**src/rtl/zigzag_reorder_buf_pkg.sv**
```systemverilog
// Shared types and constant functions for the zigzag reorder buffer.
// zz_addr/zz_pos walk the JPEG zigzag path and serve both 4x4 and 8x8 blocks.
package zigzag_pkg;

    typedef enum logic [1:0] {
        BANK_EMPTY    = 2'd0,
        BANK_FILLING  = 2'd1,
        BANK_FULL     = 2'd2,
        BANK_DRAINING = 2'd3
    } bank_state_e;

    function automatic bit dim_legal(input int dim);
        return (dim == 4) || (dim == 8);
    endfunction

    // Raster address of the k-th coefficient in zigzag order.
    function automatic int zz_addr(input int dim, input int k);
        int r;
        int c;
        r = 0;
        c = 0;
        for (int n = 0; n < k; n++) begin
            if (((r + c) % 2) == 0) begin
                if (c == dim - 1)  r = r + 1;
                else if (r == 0)   c = c + 1;
                else begin
                    r = r - 1;
                    c = c + 1;
                end
            end else begin
                if (r == dim - 1)  c = c + 1;
                else if (c == 0)   r = r + 1;
                else begin
                    r = r + 1;
                    c = c - 1;
                end
            end
        end
        return r * dim + c;
    endfunction

    // Zigzag position of raster address a (inverse of zz_addr).
    function automatic int zz_pos(input int dim, input int a);
        int pos;
        pos = 0;
        for (int k = 0; k < dim * dim; k++) begin
            if (zz_addr(dim, k) == a) pos = k;
        end
        return pos;
    endfunction

endpackage

```
**src/rtl/zigzag_reorder_buf_if.sv**
```systemverilog
// Raster-in / zigzag-out stream bundle; slave is the reorder buffer, master the surrounding datapath.
// out_eob/out_zero exist only when ZIGZAG_EOB_EN is defined.
interface zigzag_reorder_buf_if #(
    parameter int WIDTH = 12,
    parameter int DIM   = 8,
    parameter int IDXW  = $clog2(DIM * DIM)
);
    logic             in_valid;
    logic             in_ready;
    logic [WIDTH-1:0] in_data;
    logic             out_valid;
    logic             out_ready;
    logic [WIDTH-1:0] out_data;
    logic [IDXW-1:0]  out_idx;
    logic             out_last;
`ifdef ZIGZAG_EOB_EN
    logic [IDXW-1:0]  out_eob;
    logic             out_zero;

    modport master (
        output in_valid, in_data, out_ready,
        input  in_ready, out_valid, out_data, out_idx, out_last, out_eob, out_zero
    );
    modport slave (
        input  in_valid, in_data, out_ready,
        output in_ready, out_valid, out_data, out_idx, out_last, out_eob, out_zero
    );
`else
    modport master (
        output in_valid, in_data, out_ready,
        input  in_ready, out_valid, out_data, out_idx, out_last
    );
    modport slave (
        input  in_valid, in_data, out_ready,
        output in_ready, out_valid, out_data, out_idx, out_last
    );
`endif
endinterface

```
**src/rtl/zigzag_reorder_buf_bank.sv**
```systemverilog
// One coefficient bank: synchronous write, combinational read.
// Contents are don't-care after reset; bank state lives in the parent.
module zigzag_bank #(
    parameter int WIDTH = 12,
    parameter int DEPTH = 64,
    parameter int AW    = $clog2(DEPTH)
) (
    input  logic             clk,
    input  logic             we,
    input  logic [AW-1:0]    waddr,
    input  logic [WIDTH-1:0] wdata,
    input  logic [AW-1:0]    raddr,
    output logic [WIDTH-1:0] rdata
);
    logic [WIDTH-1:0] mem [DEPTH];

    always_ff @(posedge clk) begin
        if (we) mem[waddr] <= wdata;
    end

    assign rdata = mem[raddr];

endmodule

```
**src/rtl/zigzag_reorder_buf.sv**
```systemverilog
// Ping-pong raster->zigzag reorder; first output 2 cycles after a block's last input, zero bubbles between blocks.
// in_ready depends only on bank state; output register holds while out_ready is low. ZIGZAG_EOB_EN adds out_eob/out_zero.
module zigzag_reorder_buf
    import zigzag_pkg::*;
#(
    parameter int WIDTH = 12,
    parameter int DIM   = 8
) (
    input  logic                clk,
    input  logic                rst_n,
    zigzag_reorder_buf_if.slave bus
);
    localparam int              N    = DIM * DIM;
    localparam int              IDXW = $clog2(N);
    localparam logic [IDXW-1:0] LAST = IDXW'(N - 1);

    if (!dim_legal(DIM)) begin : g_dim_check
        $error("zigzag_reorder_buf: DIM must be 4 or 8");
    end

    bank_state_e      state [2];
    logic             wr_bank;
    logic             rd_bank;
    logic [IDXW-1:0]  wr_cnt;
    logic [IDXW-1:0]  rd_cnt;
    logic [IDXW-1:0]  zz_lut [N];
    logic [IDXW-1:0]  rd_addr;
    logic [WIDTH-1:0] rd_data [2];
    logic             wr_fire;
    logic             rd_avail;
    logic             load;

    logic             out_valid_q;
    logic [WIDTH-1:0] out_data_q;
    logic [IDXW-1:0]  out_idx_q;
    logic             out_last_q;

    for (genvar g = 0; g < N; g++) begin : g_zz_lut
        localparam logic [IDXW-1:0] ADDR = IDXW'(zz_addr(DIM, g));
        assign zz_lut[g] = ADDR;
    end

    assign bus.in_ready = (state[wr_bank] == BANK_EMPTY) || (state[wr_bank] == BANK_FILLING);
    assign wr_fire      = bus.in_valid && bus.in_ready;
    assign rd_avail     = (state[rd_bank] == BANK_FULL) || (state[rd_bank] == BANK_DRAINING);
    assign load         = (!out_valid_q || bus.out_ready) && rd_avail;
    assign rd_addr      = zz_lut[rd_cnt];

    for (genvar b = 0; b < 2; b++) begin : g_bank
        zigzag_bank #(
            .WIDTH (WIDTH),
            .DEPTH (N),
            .AW    (IDXW)
        ) u_bank (
            .clk   (clk),
            .we    (wr_fire && (wr_bank == 1'(b))),
            .waddr (wr_cnt),
            .wdata (bus.in_data),
            .raddr (rd_addr),
            .rdata (rd_data[b])
        );
    end

    // Writer and reader never own the same bank, so their state updates cannot collide.
    always_ff @(posedge clk or negedge rst_n) begin
        if (!rst_n) begin
            state[0]    <= BANK_EMPTY;
            state[1]    <= BANK_EMPTY;
            wr_bank     <= 1'b0;
            rd_bank     <= 1'b0;
            wr_cnt      <= '0;
            rd_cnt      <= '0;
            out_valid_q <= 1'b0;
            out_data_q  <= '0;
            out_idx_q   <= '0;
            out_last_q  <= 1'b0;
        end else begin
            if (wr_fire) begin
                if (wr_cnt == LAST) begin
                    state[wr_bank] <= BANK_FULL;
                    wr_cnt         <= '0;
                    wr_bank        <= ~wr_bank;
                end else begin
                    state[wr_bank] <= BANK_FILLING;
                    wr_cnt         <= wr_cnt + IDXW'(1);
                end
            end
            if (load) begin
                out_valid_q <= 1'b1;
                out_data_q  <= rd_data[rd_bank];
                out_idx_q   <= rd_cnt;
                out_last_q  <= (rd_cnt == LAST);
                if (rd_cnt == LAST) begin
                    state[rd_bank] <= BANK_EMPTY;
                    rd_cnt         <= '0;
                    rd_bank        <= ~rd_bank;
                end else begin
                    state[rd_bank] <= BANK_DRAINING;
                    rd_cnt         <= rd_cnt + IDXW'(1);
                end
            end else if (bus.out_ready) begin
                out_valid_q <= 1'b0;
            end
        end
    end

    assign bus.out_valid = out_valid_q;
    assign bus.out_data  = out_data_q;
    assign bus.out_idx   = out_idx_q;
    assign bus.out_last  = out_last_q;

`ifdef ZIGZAG_EOB_EN
    logic [IDXW-1:0] pos_lut [N];
    logic [IDXW-1:0] acc_eob;
    logic [IDXW-1:0] beat_eob;
    logic [IDXW-1:0] bank_eob [2];
    logic [IDXW-1:0] out_eob_q;
    logic            acc_nz;
    logic            beat_nz;
    logic            bank_zero [2];
    logic            out_zero_q;

    for (genvar g = 0; g < N; g++) begin : g_pos_lut
        localparam logic [IDXW-1:0] POS = IDXW'(zz_pos(DIM, g));
        assign pos_lut[g] = POS;
    end

    // Raster arrival is not monotonic in zigzag position, so keep a running maximum.
    assign beat_nz  = |bus.in_data;
    assign beat_eob = (beat_nz && (pos_lut[wr_cnt] > acc_eob)) ? pos_lut[wr_cnt] : acc_eob;

    always_ff @(posedge clk or negedge rst_n) begin
        if (!rst_n) begin
            acc_eob      <= '0;
            acc_nz       <= 1'b0;
            bank_eob[0]  <= '0;
            bank_eob[1]  <= '0;
            bank_zero[0] <= 1'b0;
            bank_zero[1] <= 1'b0;
            out_eob_q    <= '0;
            out_zero_q   <= 1'b0;
        end else begin
            if (wr_fire) begin
                if (wr_cnt == LAST) begin
                    bank_eob[wr_bank]  <= beat_eob;
                    bank_zero[wr_bank] <= !(acc_nz || beat_nz);
                    acc_eob            <= '0;
                    acc_nz             <= 1'b0;
                end else begin
                    acc_eob <= beat_eob;
                    acc_nz  <= acc_nz || beat_nz;
                end
            end
            if (load) begin
                out_eob_q  <= bank_eob[rd_bank];
                out_zero_q <= bank_zero[rd_bank];
            end
        end
    end

    assign bus.out_eob  = out_eob_q;
    assign bus.out_zero = out_zero_q;
`endif

endmodule

```
**src/flat_wrapper.sv**
```systemverilog
// flat-port wrapper written by rule: the top's interface ports become plain ports
module zigzag_reorder_buf_flat import zigzag_pkg::*;
#(
    parameter int WIDTH = 12,
    parameter int DIM   = 8
)
  (clk, rst_n, bus_in_valid, bus_in_data, bus_out_ready, bus_in_ready, bus_out_valid, bus_out_data, bus_out_idx, bus_out_last);
  zigzag_reorder_buf_if #(.WIDTH(WIDTH), .DIM(DIM)) bus_i ();
  input  logic clk;
  input  logic rst_n;
  input wire logic [$bits(bus_i.in_valid)-1:0] bus_in_valid;
  input wire logic [$bits(bus_i.in_data)-1:0] bus_in_data;
  input wire logic [$bits(bus_i.out_ready)-1:0] bus_out_ready;
  output wire logic [$bits(bus_i.in_ready)-1:0] bus_in_ready;
  output wire logic [$bits(bus_i.out_valid)-1:0] bus_out_valid;
  output wire logic [$bits(bus_i.out_data)-1:0] bus_out_data;
  output wire logic [$bits(bus_i.out_idx)-1:0] bus_out_idx;
  output wire logic [$bits(bus_i.out_last)-1:0] bus_out_last;
  assign bus_i.in_valid = bus_in_valid;
  assign bus_i.in_data = bus_in_data;
  assign bus_i.out_ready = bus_out_ready;
  assign bus_in_ready = bus_i.in_ready;
  assign bus_out_valid = bus_i.out_valid;
  assign bus_out_data = bus_i.out_data;
  assign bus_out_idx = bus_i.out_idx;
  assign bus_out_last = bus_i.out_last;
  zigzag_reorder_buf #(.WIDTH(WIDTH), .DIM(DIM)) u_core (.clk(clk), .rst_n(rst_n), .bus(bus_i));
endmodule
```
**config.mk**
```make
export PLATFORM = sky130hd
export DESIGN_NAME = zigzag_reorder_buf_flat
export DESIGN_NICKNAME = d
export VERILOG_FILES = /design/src/rtl/zigzag_reorder_buf_pkg.sv /design/src/rtl/zigzag_reorder_buf_if.sv /design/src/rtl/zigzag_reorder_buf_bank.sv /design/src/rtl/zigzag_reorder_buf.sv /design/src/flat_wrapper.sv
export SDC_FILE = /design/constraint.sdc
export NUM_CORES = 2
export LEC_CHECK = 0
export BUFFER_PORTS_ARGS = -buffer_cell sky130_fd_sc_hd__clkbuf_2
export CAP_MARGIN = 10
export CORE_MARGIN = 10
export CORE_UTILIZATION = 56
export DETAILED_ROUTE_END_ITERATION = 16
export GPL_TIMING_DRIVEN = 0
export PLACE_DENSITY = 0.87
export SETUP_SLACK_MARGIN = 0.05
export SLEW_MARGIN = 25
export SYNTH_ARGS = -nofsm -noshare
export SYNTH_HDL_FRONTEND = slang
export SYNTH_HIERARCHICAL = 1
export SYNTH_SLANG_ARGS = --single-unit
```
**constraint.sdc**
```tcl
create_clock -name clk -period 3.8 [get_ports clk]
set_input_delay 0.38 -clock clk [delete_from_list [all_inputs] [get_ports clk]]
set_output_delay 0.38 -clock clk [all_outputs]
set_load 0.01 [all_outputs]
```
## Word level (Yosys, flattened, before mapping)

Memory sizes are Yosys's and may differ from the RTL's.
Cells that the tools add are included.

- Register bits: 38
- Bits in latches: 0
- Memory bits (writable): 1536
- Bits in read-only memories: 384
- Output and inout bits: 21
- Memories: 3

Memory list:

| memory | depth | width | rd ports | clocked after memory_dff | wr ports | line | source |
|---|---|---|---|---|---|---|---|
| u_core.g_bank[0].u_bank.mem | 64 | 12 | 1 | 0 | 1 | zigzag_reorder_buf_bank.sv:15 | `logic [WIDTH-1:0] mem [DEPTH];` |
| u_core.g_bank[1].u_bank.mem | 64 | 12 | 1 | 0 | 1 | zigzag_reorder_buf_bank.sv:15 |  |
| (no name shown) | 64 | 6 | 1 | 0 | 0 | zigzag_reorder_buf.sv:47 | `assign rd_addr = zz_lut[rd_cnt];` |

- Add/sub/neg operators: 2
- Multiply operators: 0
- Divide/modulo/power cells: 0
- Order comparisons: 5
- Equal/unequal tests: 5
- Shift operators: 0
- Mux-type cells: 27
- Bitwise operators: 14
- Reduce and logical (&&, ||, !) cells: 14

Operators by type and width:

| operator | count |
|---|---|
| two-way mux 12 bit | 3 |
| two-way mux 6 bit | 4 |
| two-way mux 2 bit | 8 |
| two-way mux 4 bit | 4 |
| adder 6 x 1 -> 6 bit (second input constant) | 2 |
| equality test 6 bit (second input constant) | 2 |
| greater-or-equal comparator 7 bit (second input constant) | 1 |
| inverter 6 -> 7 bit | 1 |
| logical AND 1 bit | 6 |
| two-way mux 1 bit | 6 |
| AND 2 bit | 2 |
| AND 4 bit | 1 |
| demux 2 bit (select 1 bit) | 2 |
| equality test 2 bit (second input constant) | 2 |
| greater-or-equal comparator 2 bit (second input constant) | 2 |
| less-than comparator 2 x 1 -> 1 bit (second input constant) | 2 |
| inverter 1 -> 2 bit | 2 |
| inverter 2 bit | 2 |
| inverter 4 bit | 1 |
| bitwise OR 2 bit | 2 |
| bitwise OR 4 bit | 1 |
| AND reduction 2 bit | 2 |
| logical OR 1 bit | 3 |
| equality test 2 x 1 -> 1 bit (second input constant) | 1 |
| other kinds (4) | 5 |

## Depth between registers and ports, before layout

- Depth after elaboration: 12
- Mapped depth: 18
- Depth with buffers taken out: 13

## By module

Netlist, hierarchy kept.

Modules (own cells, without submodules):

| module | times used | cells an instance | area an instance (µm²) |
|---|---|---|---|
| zigzag_bank | 2 | 1327 | 29610.9 |
| zigzag_reorder_buf | 1 | 234 | 2343.5 |

## Worst setup path before layout

OpenSTA, ideal clock, no wires.

- Kind: flip-flop to flip-flop
- From: register u_core.rd_cnt[1]
- To: register u_core.out_data_q[11], in the netlist u_core/bus.out_data[11]
- Setup time: 0.127 ns
- Arrival: 3.892 ns
- Data required time: 3.673 ns
- Setup slack: -0.219 ns
- Cell stages (with the launch flop): 14
- Path buffers: 1
- Cells stage by stage: dfrtp_1 inv_1 ha_1 inv_1 mux4_2 a311oi_1 nor2b_1 clkbuf_1 nand2_1 o221ai_1 a21oi_1 a32o_1 a222oi_1 inv_1

RTL lines:

| what | line | source |
|---|---|---|
| from (decl) | zigzag_reorder_buf.sv:25 | `logic [IDXW-1:0] rd_cnt;` |
| from (signal assigned) | zigzag_reorder_buf.sv:99 | `rd_cnt <= rd_cnt + IDXW'(1);` |
| to (signal assigned) | zigzag_reorder_buf.sv:90 | `out_data_q <= rd_data[rd_bank];` |
| to (decl) | zigzag_reorder_buf.sv:34 | `logic [WIDTH-1:0] out_data_q;` |

==> flow_summary.yaml <==
critical_path:
  cpMostUsedCell: "buf_12"
  reg2reg_to: "u_core/bus.out_data[3]"
  cp_cell_sequence: "buf_6 > inv_8 > ha_4 > nand2_4 > o21ai_2 > mux4_2 > a22o_4 > buf_12 > buf_12 > buf_12 > buf_16 > mux4_2 > a22oi_2 > nand3_2 > a22o_1 > a222oi_1 > inv_1"
  start_kind: "flop"
  reg2reg_depth: 17
  crit_family: "compound AO/OA/AOI/OAI gates"
  r2r_start: "u_core/rd_cnt[0]"
  critPathKind: "flop to flop"
  critPathMaxFanout: 7
  worst_ep_required_time_ns: 4.41
  endpoint_kind: "flop"
  critPathSlowestCell: "mux4_2"
  r2r_slack_ns: -0.39
  cp_slowest_stage_delay_ns: 0.47
  arrival_ns: 4.80
  crit_buf_inv: 7
sta:
  rsz0062_at_grt: "true"
  slew_violations: 0
  worstMarginPinSlew_ns: 1.11
  setup_viol_count_final: 12
  fin_worst_skew_ns: 0.0373
  finalHoldViolations: 0
  clock.fmax_mhz: 239
  min_period_ns: 4.19
  holdWs_ns: 0.0582
  period_share: 1.10
  slew_headroom: 0.261
  worst_slack_ns: -0.388
  finalSetupTns_ns: -3.73
logic_synthesis:
  yosys-top-cells-area: "edfxtp_1 (75%), mux4_2 (14%), dfrtp_1 (1.5%)"
  synth-main-ff-cell: "edfxtp_1"
  syn_avg_cell_area_um2: 21.3
  synthMuxAreaShare: 0.154
  synth_top_cell_by_area: "edfxtp_1"
  synth_area_um2: 61600
  synth_cells: 2888
  synthAdderAreaFrac: 0.00345
  yosys_warnings: 6
  synth-compound-area-share: 0.0321
  synth-xor-area-share: 0.000569
  synthSimpleGateAreaFrac: 0.0291
  synth.distinct_cells: 59
  synth_top_family_by_area: "multiplexers"
  synth-edff-count: 1536
  async_reset_ff_frac: 0.0229
  seq_area_frac_synth: 0.764
  synth_most_common_cell: "edfxtp_1"
  synth_top_cell_area_share: 0.749
  synth_nets: 2921
  ys_ff_latch: 1572
  ys_top_cells_by_count: "edfxtp_1 (1536), mux4_2 (390), nor2_1 (154)"
global_routing:
  grt_pass1_wl_um: 251000
  antenna_found_initial: 7
  grtUsageTotal: 0.286
  grt_pass1_vias: 33850
  grt_max_degree: 111
  grt_overflow: 0
power:
  pwr-share-seq: 0.524
  p_comb_frac: 0.078
  p_int_mw: 28.8
  switching_share: 0.230
  finalPower_mw: 37.5
  p_sw_mw: 8.62
  peakVddDrop_uv: 557
  p_clk_frac: 0.398
  p_leak_nw: 21.8
  p_per_area_nw_per_um2: 526
route:
  drc: 0
  dr_total_vias: 34156
  antenna_left: 0
  finalWirelength_um: 178000
  viasPerCell: 7.32
  drtIter0Drc: 6533
  dr.pass1.iters: 7
  wire_per_inst_um: 38.1
finish:
  area_growth_syn_to_layout_pct: 15.8
  nets: 3165
  layoutNonFillerInstCount: 4665
  drive_gt1_frac: 0.345
  fin_area_um2: 71300
  fin_util: 0.654
floorplanning:
  start_util: 0.565
  fp-row-count: 121
  core_area_um2: 109000
  die_h_um: 352
  die-width_um: 352
  io_pins: 37
  die_area_um2: 124000
cts:
  root_buffer: "clkbuf_16"
  cts_buffers: 147
  clock_sinks: 1572
  insertion_delay_ns: 0.76
  cts_tree: "yes"
  cts_max_path_buffers: 3
  clk_pin_slew_ns: 0.06
  htreeDepth: 4
min_path:
  hold_path_end: "u_core/bus.out_valid"
  hold_start: "bus_out_ready"
  hold_class: "primary input to flop"
  whs_path_depth: 3
placed_design:
  placed_cell_area_um2: 64300
  dp_cells: 4358
  dpl.hpwl_um: 103000
  place_ws_ns: -1.77
  gp_congestion: 0.977
  io_buffers: 36
outcome:
  failed_checks: "negative setup slack"
  outcome: "finished, violations left"
job:
  maxCapViolCount: 0
## worst max-delay path by stage
stage | from | endpoint | slack (ns) | cells after the start
finish | u_core/rd_cnt[0] | u_core/bus.out_data[3] | -0.39 | 17
global route | u_core/rd_cnt[0] | u_core/bus.out_data[0] | -0.39 | 16
CTS | u_core/rd_cnt[0] | u_core/bus.out_data[3] | -0.25 | 17
detailed placement | u_core/rd_cnt[1] | u_core/bus.out_data[3] | -1.77 | 15
global placement | u_core/rd_cnt[1] | u_core/bus.out_data[11] | -2.11 | 13
floorplan | u_core/rd_cnt[1] | u_core/bus.out_data[9] | 0.06 | 15
## registers in the layout (all words and copies together) (netlist names), 2 cells and up
| name | count |
|---|---|
| u_core/rd_cnt | 6 |
| u_core/g_bank.u_bank/mem | 1536 |
| u_core/bus.out_data | 12 |
| u_core/bus.out_idx | 6 |
| u_core/wr_cnt | 6 |
| u_core/state | 2 |
## area by class of cell
type                            count  area [um2]
Buffer                            157        1570
Fill cell                        6372       37700
Inverter                           24         103
Antenna cell                        3        7.51
Tap cell                         1414        1770
Clock inverter                     72         783
Clock buffer                      193        4020
Multi-Input combinational cell   1131       14800
Sequential cell                  1572       47000
Timing Repair Buffer               99        1190
## repair_timing
item                                   CTS  global route
resized for setup                      329            74
setup endpoints to repair               48           485
pin swaps                               44            20
gates cloned                             4             3
endpoints found under the hold margin   55             0
buffers inserted                        22            11
hold buffers                             3             0
## worst reg2reg max path, stage by stage, from the launching register on
cell and delay [ns]:
dfrtp_1 0.40, buf_6 0.14, inv_8 0.06, ha_4 0.21
nand2_4 0.08, o21ai_2 0.06, mux4_2 0.47, a22o_4 0.26
buf_12 0.15, buf_12 0.15, buf_12 0.16, buf_16 0.15
mux4_2 0.46, a22oi_2 0.36, nand3_2 0.20, a22o_1 0.28
a222oi_1 0.33, inv_1 0.13
## power by group through the flow
stage	clock network, mW	logic, mW	registers (mW)
after detailed placement	0	2.52	20.0
after floorplan	0	1.41	19.8
after global routing	15.6	3.00	19.6
after CTS	14.9	2.74	19.6
final	14.9	2.92	19.6
after global placement	0	2.26	20.0
## per-layer routing
metal / vias to the layer above / share of wire / track usage
met5: - / 0.00022 / 0
met4: 6 / 0.072 / 0.154
met3: 727 / 0.14 / 0.0867
met2: 3450 / 0.47 / 0.454
met1: 17340 / 0.31 / 0.356
li1: 12633 / - / -
## cell usage in the layout, fill, tap and decap left out, types with 30 or more instances in the layout
cell type / n
nand2b_1: 44
clkbuf_1: 57
nand2_1: 46
nor2_2: 123
edfxtp_1: 1536
mux4_2: 390
mux2i_1: 33
o22ai_1: 39
dfrtp_1: 33
clkbuf_2: 38
buf_4: 57
nor2_1: 30
nor2b_1: 34
buf_6: 42
clkbuf_16: 160
## cells by family after synthesis
group                      count (synthesis)
adders and majority gates                 17
muxes                                    456
and+or+nand+nor                          376
xor gates and xnor gates                   4
buffers and inverters                    185
DFF                                     1572
AOI/OAI and AO/OA                        278
(Power assumes the default switching activity.)
